File: src/rtl/irq_ctrl_wb.sv
`default_nettype none
// ============================================================================
// Module      : irq_ctrl_wb
// Description : Wishbone B-4 slave interrupt controller with level/edge
//               sources, enable mask, fixed priority and claim/complete.
// Revision    : 1.0 - initial release
// ============================================================================
module irq_ctrl_wb #(
    parameter int NSRC = 8
) (
    input  logic            wb_clk_i,
    input  logic            wb_rst_i,
    input  logic [4:2]      wb_adr_i,
    output logic [31:0]     wb_dat_o,
    input  logic [31:0]     wb_dat_i,
    input  logic            wb_we_i,
    input  logic [3:0]      wb_sel_i,
    input  logic            wb_stb_i,
    output logic            wb_ack_o,
    input  logic [NSRC-1:0] irq_i,
    output logic            irq_o
);

    localparam logic [2:0] c_ADR_PENDING  = 3'd0;
    localparam logic [2:0] c_ADR_ENABLE   = 3'd1;
    localparam logic [2:0] c_ADR_TYPE     = 3'd2;
    localparam logic [2:0] c_ADR_CLAIM    = 3'd3;
    localparam logic [2:0] c_ADR_COMPLETE = 3'd4;

    logic [NSRC-1:0] r_pending;
    logic [NSRC-1:0] r_enable;
    logic [NSRC-1:0] r_type;
    logic [NSRC-1:0] r_inservice;
    logic [NSRC-1:0] r_irq_prev;
    logic            r_ack;
    logic [31:0]     r_dat;
    logic            r_irq;

    logic            w_access;
    logic            w_rd;
    logic            w_wr;
    logic            w_w1c;
    logic            w_claim;
    logic            w_complete;
    logic [NSRC-1:0] w_lane;
    logic [NSRC-1:0] w_wdata;
    logic [NSRC-1:0] w_eligible;
    logic [NSRC-1:0] w_claim_onehot;
    logic [5:0]      w_claim_id;
    logic [NSRC-1:0] w_claim_set;
    logic [NSRC-1:0] w_cpl_clr;
    logic [NSRC-1:0] w_pend_nxt;
    logic [31:0]     w_rdata;
    logic            w_unused_bits;

    // Only the first cycle of a strobe is processed; the ack cycle is idle.
    assign w_access   = wb_stb_i & ~r_ack;
    assign w_rd       = w_access & ~wb_we_i;
    assign w_wr       = w_access &  wb_we_i;
    assign w_w1c      = w_wr & (wb_adr_i == c_ADR_PENDING);
    assign w_complete = w_wr & (wb_adr_i == c_ADR_COMPLETE) & wb_sel_i[0];
    assign w_claim    = w_rd & (wb_adr_i == c_ADR_CLAIM) & (|w_eligible);

    assign w_eligible  = r_pending & r_enable & ~r_inservice;
    assign w_wdata     = wb_dat_i[NSRC-1:0];
    assign w_claim_set = w_claim ? w_claim_onehot : '0;

    assign w_unused_bits = &{1'b0, wb_dat_i, wb_sel_i};

    generate
        for (genvar n = 0; n < NSRC; n++) begin : g_src
            logic w_rise;
            logic w_clr;

            assign w_lane[n] = wb_sel_i[n / 8];
            assign w_rise    = irq_i[n] & ~r_irq_prev[n];
            assign w_clr     = (w_w1c & w_lane[n] & wb_dat_i[n]) | w_claim_set[n];
            // Edge sources: a fresh edge beats any clear in the same cycle.
            assign w_pend_nxt[n] = r_type[n] ? (w_rise | (r_pending[n] & ~w_clr))
                                             : irq_i[n];
        end
    endgenerate

    // Fixed priority: lowest eligible index wins.
    always_comb begin
        w_claim_onehot = '0;
        w_claim_id     = 6'd0;
        for (int n = NSRC - 1; n >= 0; n--) begin
            if (w_eligible[n]) begin
                w_claim_onehot    = '0;
                w_claim_onehot[n] = 1'b1;
                w_claim_id        = 6'(n + 1);
            end
        end
    end

    always_comb begin
        w_cpl_clr = '0;
        for (int n = 0; n < NSRC; n++) begin
            if (w_complete && (wb_dat_i[5:0] == 6'(n + 1))) begin
                w_cpl_clr[n] = 1'b1;
            end
        end
    end

    always_comb begin
        w_rdata = 32'd0;
        case (wb_adr_i)
            c_ADR_PENDING: w_rdata[NSRC-1:0] = r_pending;
            c_ADR_ENABLE:  w_rdata[NSRC-1:0] = r_enable;
            c_ADR_TYPE:    w_rdata[NSRC-1:0] = r_type;
            c_ADR_CLAIM:   w_rdata[5:0]      = w_claim_id;
            default:       w_rdata           = 32'd0;
        endcase
    end

    always_ff @(posedge wb_clk_i) begin
        if (wb_rst_i) begin
            r_ack       <= 1'b0;
            r_dat       <= 32'd0;
            r_irq       <= 1'b0;
            r_pending   <= '0;
            r_enable    <= '0;
            r_type      <= '0;
            r_inservice <= '0;
            r_irq_prev  <= '0;
        end else begin
            r_ack      <= wb_stb_i & ~r_ack;
            r_irq      <= |w_eligible;
            r_irq_prev <= irq_i;
            r_pending  <= w_pend_nxt;
            // Claim and complete are never in the same cycle.
            r_inservice <= (r_inservice | w_claim_set) & ~w_cpl_clr;
            if (w_access) begin
                r_dat <= w_rdata;
            end
            if (w_wr && (wb_adr_i == c_ADR_ENABLE)) begin
                r_enable <= (r_enable & ~w_lane) | (w_wdata & w_lane);
            end
            if (w_wr && (wb_adr_i == c_ADR_TYPE)) begin
                r_type <= (r_type & ~w_lane) | (w_wdata & w_lane);
            end
        end
    end

    assign wb_ack_o = r_ack;
    assign wb_dat_o = r_dat;
    assign irq_o    = r_irq;

endmodule
`default_nettype wire

File: config.mk
export PLATFORM = sky130hd
export DESIGN_NAME = irq_ctrl_wb
export DESIGN_NICKNAME = d
export VERILOG_FILES = /design/src/rtl/irq_ctrl_wb.sv
export SDC_FILE = /design/constraint.sdc
export NUM_CORES = 1
export LEC_CHECK = 0
export ABC_AREA = 1
export CORE_ASPECT_RATIO = 1.1
export CORE_UTILIZATION = 49
export CTS_CLUSTER_DIAMETER = 100
export DETAILED_ROUTE_END_ITERATION = 8
export DONT_BUFFER_PORTS = 1
export PLACE_DENSITY = 0.76
export SYNTH_ARGS = -nofsm -noshare
export SYNTH_HDL_FRONTEND = slang
export SYNTH_SLANG_ARGS = --single-unit
File: constraint.sdc
create_clock -name wb_clk_i -period 1.49 [get_ports wb_clk_i]
set_input_delay 0.298 -clock wb_clk_i [delete_from_list [all_inputs] [get_ports wb_clk_i]]
set_output_delay 0.298 -clock wb_clk_i [all_outputs]
set_load 0.005 [all_outputs]
==> impl_metrics.py <==
metrics = {
    "run_status": {
        "status": "finished with violations",
        "violations": "DRC",
    },
    "sta": {
        "period_share_pct": 91.31,
        "rsz0062_at_grt": "false",
        "hold_viol_final": 0,
        "skew_ns": 0.004459,
        "timing.fmax_mhz": 735.0,
        "finalSetupViolations": 0,
        "slew_viol_final": 0,
        "period_minus_slack_ns": 1.361,
        "setup_tns_ns": 0,
    },
    "routing": {
        "wl_met2_um": 2573,
        "route.detailed.drc": 6,
        "drtPass1Iterations": 7,
        "initialDrtViolationCount": 235,
        "num_vias": 2271,
        "wl_per_cell_um": 12.77,
        "finalWirelength_um": 5594,
        "top_layer": "met4",
        "wl_met3_um": 424,
        "viasPerCell": 5.185,
        "wirelength_met1_um": 2506,
        "ant_nets": 0,
    },
    "setup_path": {
        "worstSetupStartpointType": "flop",
        "crit_buf_inv": 1,
        "worst_path_most_repeated_cell": "nand3_1",
        "path_class": "reg -> reg",
        "critPathMaxFanout": 7,
        "cp-end-kind": "flop",
        "r2r_end": "r_pending[2]",
        "crit_path_start": "r_inservice[4]",
        "crit_required_ns": 1.75,
        "cp_slowest_cell": "dfxtp_1",
        "r2r_start": "r_inservice[4]",
        "cp_top_family": "simple AND/OR/NAND/NOR gates",
        "critPathMaxStageDelay_ns": 0.32,
        "rr_worst_depth": 8,
        "reg2reg_slack_ns": 0.13,
        "arrival_ns": 1.62,
        "path_cells": "inv_1, nand3_1, nand2_2, nor2_2, nand3_4, nand4_1, nand3_1, nand2_1",
    },
    "pwr": {
        "ir_worst_vdd_mv": 0.3895,
        "power_density_mw_per_mm2": 887.0,
        "total_power_w": 0.002382,
        "leakage_nw": 1.173,
    },
    "floorplan": {
        "die_area_mm2": 0.005576,
        "core_mm2": 0.005034,
        "die_w_um": 71.29,
        "initial_utilization_pct": 51.40,
        "io_pins": 85,
        "die_y_um": 78.22,
        "fp-row-count": 27,
    },
    "cts": {
        "cts_tree": "yes",
        "clock-sinks": 50,
        "cts_setup_buffers": 0,
        "root_buffer": "clkbuf_8",
        "clk_path_buf_depth": 2,
        "cts_buffers": 5,
        "clk_latency_ns": 0.31,
        "htreeDepth": 2,
        "path_clk_slew_ns": 0.09,
    },
    "placed_design": {
        "hpwlAfterDp_um": 4130,
        "io_buffers": 0,
        "gp_congestion": 0.9171,
    },
    "global_route": {
        "grt.overflow.total": 0,
        "grt_usage_pct": 21.83,
        "antenna_found_initial": 0,
        "grt_max_degree": 26,
        "grt_pass1_vias": 2032,
        "grt_pass1_wl_um": 9363,
    },
    "synthesis": {
        "synth_top_family_by_area": "simple AND/OR/NAND/NOR gates",
        "yosysTopAreaCellShare_pct": 38.68,
        "yosysSeqAreaShare_pct": 38.68,
        "synth_area_leaders": "dfxtp_1 (39%), nand2_1 (14%), buf_4 (7.0%)",
        "synthCells": 375,
        "yosys.area.top_type": "dfxtp_1",
        "ys.flop_type": "dfxtp_1",
        "muxShareOfSynthArea_pct": 0,
        "synthAdderAreaFrac_pct": 0,
        "netlist_area_mm2": 0.002587,
        "async_flop_share_pct": 0,
        "synth-seq-cells": 50,
        "yosys_warnings": 0,
        "synth_edf_count": 0,
        "synth_xor_xnor_area_share_pct": 0,
        "synth-simple-area-share_pct": 34.77,
        "synth_compound_area_share_pct": 11.22,
        "yosysUniqueCellTypes": 30,
        "syn_avg_cell_area_um2": 6.900,
    },
    "layout": {
        "nets": 430,
        "multi_input_area_mm2": 0.001292,
        "antenna_cells": 0,
        "drive_gt1_share_pct": 10.00,
        "areaGrowthSynthToFinish_pct": 3.772,
        "nFillCells": 494,
        "register_area_mm2": 0.001002,
    },
    "worst_hold_path": {
        "worstHoldStart": "wb_rst_i",
        "hold_path_depth": 1,
        "hold_path_class": "in -> reg",
        "hold_end": "wb_ack_o",
    },
    "run": {
        "drv_cap": 0,
    },
}
==> layout make-up <==
cell class                      instances  area share (%)
Clock buffer                            6           3.075
Clock inverter                          2          0.4660
Inverter                               44           6.151
Multi-Input combinational cell        272           48.14
Sequential cell                        50           37.33
Tap cell                               58           2.703
Timing Repair Buffer                    6           2.144
==> cells by family after synthesis <==
group | after synthesis
and+or+nand+nor | 193
other | 1
buffers and inverters | 76
AOI/OAI and AO/OA | 55
DFF | 50
==> routing by layer <==
layer | vias to the layer above | global-route usage (%)
li1 | 1156 | -
met5 | - | 0
met2 | 88 | 33.81
met3 | 7 | 5.648
met4 | 0 | 9.600
met1 | 1020 | 28.46
==> power breakdown <==
part	total [W]	leakage, nW	switching (W)	internal, W
Clock	0.000830	0.0472	0.000456	0.000374
Combinational	0.000160	0.718	0.000110	0.0000505
Sequential	0.00139	0.408	0.0000232	0.00137
Total	0.00238	1.17	0.000589	0.00179
==> cell usage after synthesis (all sizes together) (4+ instances only) <==
cell type / count
a21oi: 30
buf: 28
clkbuf: 4
dfxtp: 50
inv: 44
nand2: 100
nand3: 29
nand4: 8
nor2: 49
nor3: 6
o21ai: 21
==> worst max-delay path by stage <==
stage                     depth (start not counted)             end
final                                             8    r_pending[2]
after global routing                              7    r_pending[5]
after CTS                                         6            flop
after detailed placement                          6            flop
after global placement                            6            flop
after floorplan                                   6  r_inservice[6]
==> metrics by stage <==
| stage | hold WS [ns] | worst slack (ns) | utilization, % | instances | cell area (um^2) |
|---|---|---|---|---|---|
| detailed placement | 0.3725 | 0.09658 | 51.18 | 430 | 2576 |
| global route | 0.02521 | 0.01168 | 53.34 | 438 | 2685 |
| floorplan | 0.4165 | 0.2782 | - | 398 | 2674 |
| global placement | 0.3715 | 0.1097 | 51.18 | 430 | 2576 |
| CTS | 0.03415 | 0.08426 | 53.07 | 438 | 2671 |
| finish | 0.04484 | 0.1295 | 53.34 | 438 | 2685 |
==> timing repair <==
item	in CTS	in global routing
hold buffers	0	0
endpoints found under the setup margin	0	9
resized for setup	0	3
==> cells in the final DEF (no fill, tap or decap), types with 2 or more instances in the layout <==
cell type  instances
a21oi_1           28
a21oi_2            2
buf_4              5
clkbuf_8           6
conb_1            24
dfxtp_1           49
inv_1             41
inv_2              3
nand2_1           97
nand2_2            3
nand3_1           23
nand3_2            4
nand3_4            2
nand4_1            8
nor2_1            42
nor2_2             2
nor2_4             4
nor3_1             4
o21ai_0            8
o21ai_1           13
Note: power is estimated with default switching activity, not from simulation.
